[src/rtl/branch_predictor.sv]
// Direct-mapped BTB with a 2-bit direction counter per entry and saturating statistics.
// Lookup is combinational (zero latency); EX updates are always accepted and land on the next clk edge.
package riscv_defines;
    typedef enum logic [1:0] {
        NEXTPC_PLUS4  = 2'd0,
        NEXTPC_BRANCH = 2'd1,
        NEXTPC_JAL    = 2'd2,
        NEXTPC_JALR   = 2'd3
    } nextpc_mode_t;
endpackage

module branch_predictor
    import riscv_defines::*;
#(
    parameter int ENTRIES = 64,
    parameter int TAG_W   = 10,
    parameter int CNT_W   = 32
) (
    input  logic             clk,
    input  logic             rst_n,
    input  logic [31:0]      if_pc,
    output logic             pred_hit,
    output logic             pred_taken,
    output logic [31:0]      pred_target,
    input  logic             upd_valid,
    input  nextpc_mode_t     upd_mode,
    input  logic [31:0]      upd_pc,
    input  logic             upd_taken,
    input  logic [31:0]      upd_target,
    input  logic             upd_mispredict,
    output logic [CNT_W-1:0] stat_branches,
    output logic [CNT_W-1:0] stat_mispred
);
    localparam int IDX_W = $clog2(ENTRIES);
    localparam logic [CNT_W-1:0] STAT_MAX = '1;

    logic [ENTRIES-1:0] r_valid;
    logic [TAG_W-1:0]   r_tag    [ENTRIES];
    logic [31:0]        r_target [ENTRIES];
    logic [1:0]         r_cnt    [ENTRIES];
    logic [CNT_W-1:0]   r_stat_br;
    logic [CNT_W-1:0]   r_stat_mis;

    logic [IDX_W-1:0] w_if_idx;
    logic [TAG_W-1:0] w_if_tag;
    logic             w_if_hit;
    logic [IDX_W-1:0] w_upd_idx;
    logic [TAG_W-1:0] w_upd_tag;
    logic             w_upd_hit;
    logic             w_upd_acc;
    logic             w_upd_jal;
    logic             w_wr_en;
    logic [1:0]       w_new_cnt;
    logic [31:0]      w_new_target;
    logic             w_unused_pc;

    assign w_if_idx  = if_pc[IDX_W+1:2];
    assign w_if_tag  = if_pc[IDX_W+TAG_W+1:IDX_W+2];
    assign w_upd_idx = upd_pc[IDX_W+1:2];
    assign w_upd_tag = upd_pc[IDX_W+TAG_W+1:IDX_W+2];
    assign w_unused_pc = ^{if_pc, upd_pc};

    // Lookup reads only state registers; a same-cycle update is not bypassed.
    assign w_if_hit    = r_valid[w_if_idx] && (r_tag[w_if_idx] == w_if_tag);
    assign pred_hit    = w_if_hit;
    assign pred_taken  = w_if_hit && r_cnt[w_if_idx][1];
    assign pred_target = w_if_hit ? r_target[w_if_idx] : 32'd0;

    assign w_upd_acc = rst_n && upd_valid &&
                       ((upd_mode == NEXTPC_BRANCH) || (upd_mode == NEXTPC_JAL));
    assign w_upd_jal = (upd_mode == NEXTPC_JAL);
    assign w_upd_hit = r_valid[w_upd_idx] && (r_tag[w_upd_idx] == w_upd_tag);
    // A not-taken branch that misses never allocates.
    assign w_wr_en   = w_upd_acc && (w_upd_hit || w_upd_jal || upd_taken);

    always_comb begin
        w_new_cnt    = r_cnt[w_upd_idx];
        w_new_target = r_target[w_upd_idx];
        if (w_upd_jal) begin
            w_new_cnt    = 2'd3;
            w_new_target = upd_target;
        end else if (!w_upd_hit) begin
            w_new_cnt    = 2'd2;
            w_new_target = upd_target;
        end else if (upd_taken) begin
            w_new_target = upd_target;
            if (r_cnt[w_upd_idx] != 2'd3) begin
                w_new_cnt = r_cnt[w_upd_idx] + 2'd1;
            end
        end else if (r_cnt[w_upd_idx] != 2'd0) begin
            w_new_cnt = r_cnt[w_upd_idx] - 2'd1;
        end
    end

    always_ff @(posedge clk) begin
        if (w_wr_en) begin
            r_tag[w_upd_idx]    <= w_upd_tag;
            r_target[w_upd_idx] <= w_new_target;
            r_cnt[w_upd_idx]    <= w_new_cnt;
        end
    end

    always_ff @(posedge clk or negedge rst_n) begin
        if (!rst_n) begin
            r_valid    <= '0;
            r_stat_br  <= '0;
            r_stat_mis <= '0;
        end else begin
            if (w_wr_en) begin
                r_valid[w_upd_idx] <= 1'b1;
            end
            if (w_upd_acc && (r_stat_br != STAT_MAX)) begin
                r_stat_br <= r_stat_br + CNT_W'(1);
            end
            if (w_upd_acc && upd_mispredict && (r_stat_mis != STAT_MAX)) begin
                r_stat_mis <= r_stat_mis + CNT_W'(1);
            end
        end
    end

    assign stat_branches = r_stat_br;
    assign stat_mispred  = r_stat_mis;
endmodule

[config.mk]
export PLATFORM = sky130hd
export DESIGN_NAME = branch_predictor
export DESIGN_NICKNAME = d
export VERILOG_FILES = /design/src/rtl/branch_predictor.sv
export SDC_FILE = /design/constraint.sdc
export NUM_CORES = 2
export LEC_CHECK = 0
export BUFFER_PORTS_ARGS = -buffer_cell sky130_fd_sc_hd__buf_4
export CAP_MARGIN = 10
export CELL_PAD_IN_SITES_DETAIL_PLACEMENT = 0
export CELL_PAD_IN_SITES_GLOBAL_PLACEMENT = 2
export CORE_MARGIN = 4
export CORE_UTILIZATION = 45
export CTS_CLUSTER_SIZE = 14
export DETAILED_ROUTE_END_ITERATION = 6
export PLACE_DENSITY_LB_ADDON = 0.1
export SYNTH_ARGS = -nofsm -noshare
export SYNTH_HDL_FRONTEND = slang
export SYNTH_SLANG_ARGS = --single-unit
[constraint.sdc]
create_clock -name clk -period 5.4 [get_ports clk]
set_clock_uncertainty 0.2 [all_clocks]
set_input_delay 1.08 -clock clk [delete_from_list [all_inputs] [get_ports clk]]
set_output_delay 1.08 -clock clk [all_outputs]
set_load 0.01 [all_outputs]
==> results by group <==
Hold path
  • Worst min-delay path category: in2async

STA
  • Final-layout worst hold slack: 0.189 ns
  • Max-slew violation count: 0
  • Unrepaired setup endpoints after global routing: true
  • Ratio of final minimum period to clock period: 115%
  • Finish-stage setup viols: 34
  • Number of hold violations in the final report: 0
  • Transition time of the tightest slew-check pin: 1.18 ns
  • Total Negative Setup Slacks: -22.77 ns
  • Time the worst path needs with I/O delays and setup: 6.22 ns
  • Setup WS post-layout: -0.822 ns
  • Highest clock frequency the design can meet: approximately 160 MHz
  • Tightest slew margin relative to the limit: 19.0%

CTS
  • Clock latency of the later-clocked register in the worst-skew pair: 0.93 ns
  • Max Root-Sink Buffers: 4
  • CTS tree: built
  • Clock slew at the register clock pins of the worst setup and hold paths: 0.06 ns
  • Number of H-tree levels: 5
  • Number of buffers added by the clock tree synthesis step: ~320
  • Num Clock Sinks: 2,944
  • Clock root buffer: sky130_fd_sc_hd__clkbuf_16

Detailed routing
  • Count of routing violations after the opening detailed-route iteration: around 7.3k
  • Routed wire length per instance: between 30 and 40 um
  • Routed wire length: 377,000 um
  • Number of remaining DRC errors: 0
  • Antenna Violating Nets Remaining: 0
  • Routed vias/inst: approximately 6.3
  • Drt pass-1 iters: 6
  • Total vias in the final route: between 60k and 70k

Setup path
  • Arrival time at the worst endpoint: between 4 and 5 ns
  • Kind of launch point of the worst setup path: input port
  • Worst reg2reg path startpoint: r_tag[44][4]$_DFFE_PP_
  • Data required time at the worst endpoint: 4.12 ns
  • Cell mode on critical path: sky130_fd_sc_hd__mux4_2
  • Cells along the critical path: buf_16 > buf_12 > buf_16 > mux4_2 > mux4_2 > mux4_2 > xnor2_2 > nand4_1 > nor2_1 > buf_4 > nand4_1 > buf_6 > buf_12 > a211oi_4 > buf_6
  • Peak per-stage delay on the critical path: 0.61 ns
  • Worst-path cell with the longest stage delay: sky130_fd_sc_hd__mux4_2
  • FF-to-FF setup slack: 1.10 ns
  • Startpoint-to-endpoint class of the critical path: in2out
  • Category of the worst setup path capture point: primary output
  • Largest fanout on the critical path: 7
  • Reg-to-reg endpoint: r_tag[56][5]$_DFFE_PP_
  • Worst R2R Path Depth: 10

GRT
  • Maximum number of pins on one net before global-route repair: about 120
  • Vias in the first global route: approximately 66k
  • Global route total overflow: 0
  • First-pass GRT wire length: roughly 530,000 um
  • GRT Overall Usage: a little over a quarter
  • Antenna violations before repair: 12

Synth
  • Area of the mapped netlist: approximately 0.12 mm^2
  • Mapped Nets: 5,865
  • Async set or reset register ratio after synthesis: ~4.3%
  • Cell with the most instances after synthesis: sky130_fd_sc_hd__edfxtp_1
  • Average cell area after synthesis: ~21 um^2
  • Number of flops mapped to enable cells by yosys: about 2.8k
  • Mapped Cells: 5,759
  • Number of synthesized register bits: 2,944
  • Top cells by area, synth: sky130_fd_sc_hd__edfxtp_1 (70%), sky130_fd_sc_hd__mux4_2 (17%), sky130_fd_sc_hd__dfrtp_1 (2.6%)
  • Commonest cells post-synth: sky130_fd_sc_hd__edfxtp_1 (2,816), sky130_fd_sc_hd__mux4_2 (941), sky130_fd_sc_hd__clkbuf_1 (205)
  • Total number of yosys warnings: 0
  • Sequential area share after synthesis: approximately 72%
  • Top-area cell type share of the netlist area: between 60% and 70%
  • Top FF cell, synth: sky130_fd_sc_hd__edfxtp_1
  • Distinct cells, synth: just under 80
  • Library cell with the largest summed area after synthesis: sky130_fd_sc_hd__edfxtp_1

Final layout
  • Utilization after layout: ~53%
  • Non-filler instance count after layout: approximately 10k
  • Net count reported at finish: between 6k and 7k
  • Layout area overhead: 18.2%
  • Share of cells above drive strength 1: 36.1%

Power and ir drop
  • Worst VDD drop: between 300 and 400 uV
  • Static leakage power: between 40 and 50 nW
  • Power density cells: between 300 and 400 mW/mm^2

Placement
  • Gpl congestion: roughly 0.85
  • Worst setup slack after placement: -1.47 ns
  • Number of cells after detailed placement: between 9k and 10k
  • Half-perimeter wire length of the detailed placement result: roughly 220,000 um
  • Number of buffer cells added on primary ports: between 150 and 200

Floorplanning
  • Die height: 527 um
  • Starting Density: 45.2%
  • Area enclosed by the die boundary: between 0.2 and 0.3 mm^2
  • Number of rows created at floorplan: 190
  • Area of the core: 0.268 mm^2
  • Die width: about 530 um
  • IO Pins: roughly 200

Outcome
  • Violations in the final reports: negative setup slack
  • Run status: finished, violations left

Run
  • Max-cap violations: 0
==> layout by cell type (no fill, tap or decap), drive strengths merged, types with 13 or more instances in the layout <==
cell	n
edfxtp	2816
mux4	943
buf	798
clkbuf	390
nor2	147
mux2i	143
clkinv	130
dfrtp	128
nand2	126
a211oi	85
a22oi	76
a221oi	66
a21oi	61
xnor2	53
nand4	51
nand3	51
nand2b	45
nor2b	40
mux2	39
o22ai	38
and3	36
inv	33
o21ai	32
nor3	31
bufinv	28
o22a	27
or2	26
or3b	26
nand3b	24
a31oi	21
xor2	21
nor3b	17
and4	16
clkinvlp	13
==> cell families (layout without fill, tap and decap cells) <==
family | after synthesis | in the layout | share of synthesized area [%]
mux | 1125 | 1125 | 19.1
buf+inv | 416 | 1392 | 1.58
compound gates | 513 | 513 | 3.24
flops | 2944 | 2944 | 72.4
simple gates | 682 | 682 | 3.06
fa+ha+maj | 5 | 5 | 0.0475
xor+xnor | 74 | 74 | 0.535
other cells | 0 | 5 | 0
==> power breakdown <==
| part | switching, mW | internal, mW |
|---|---|---|
| clock | 9.07 | 12.3 |
| combinational | 1.90 | 1.38 |
| sequential | 0.0861 | 25.1 |
| total | 11.1 | 38.8 |
==> stage by stage <==
| step | power (mW) | area [um^2] |
|---|---|---|
| 2_1_floorplan | 27.3 | 121000 |
| 3_3_place_gp | 28.9 | 132000 |
| 3_5_place_dp | 28.9 | 132000 |
| 4_1_cts | 50.2 | 143000 |
| 5_1_grt | 51.4 | 143000 |
| 6_report | 49.8 | 143000 |
==> worst max-delay path: cells and delay by family <==
| family | cells | cell delay (ns) |
|---|---|---|
| muxes | 3 | 1.65 |
| and+or+nand+nor | 3 | 0.55 |
| buffers and inverters | 7 | 1.08 |
| AOI/OAI and AO/OA | 1 | 0.38 |
| xor gates and xnor gates | 1 | 0.14 |
==> layer usage <==
layer	global-route usage (%)	share of wire (%)
met5	0	0.0085
met4	10.0	4.3
met3	3.54	6.2
met2	44.8	50
met1	36.9	40
==> timing repair <==
action | in CTS | in global routing
pin swaps | 6 | 6
hold buffers | 0 | 0
endpoints found under the hold margin | 0 | 0
setup buffers | 8 | 15
gates resized for setup | 42 | 25
setup endpoints to repair | 34 | 34
gates cloned | 3 | 3
==> state kept, by name, summed over array words and instances, names as in the netlist <==
name and flops:
stat_branches 32, r_target 2048, stat_mispred 32, r_valid 64
r_cnt 128, r_tag 640
==> how the worst max path moves through the flow <==
stage                     startpoint               to
final                       if_pc[2]  pred_target[24]
after global routing        if_pc[2]  pred_target[24]
after CTS                   if_pc[2]  pred_target[24]
after detailed placement    if_pc[2]  pred_target[24]
after global placement      if_pc[2]  pred_target[24]
after floorplan             if_pc[2]  pred_target[31]
==> area by class of cell <==
cell class	instances	area, um^2
Clock buffer	386	8280
Sequential cell	2944	87800
Antenna cell	5	12.5
Multi-Input combinational cell	2399	32300
Fill cell	20800	125000
Tap cell	3552	4440
Inverter	16	60.1
Timing Repair Buffer	802	8420
Clock inverter	188	1800
Power figures use the tool's default switching activity.
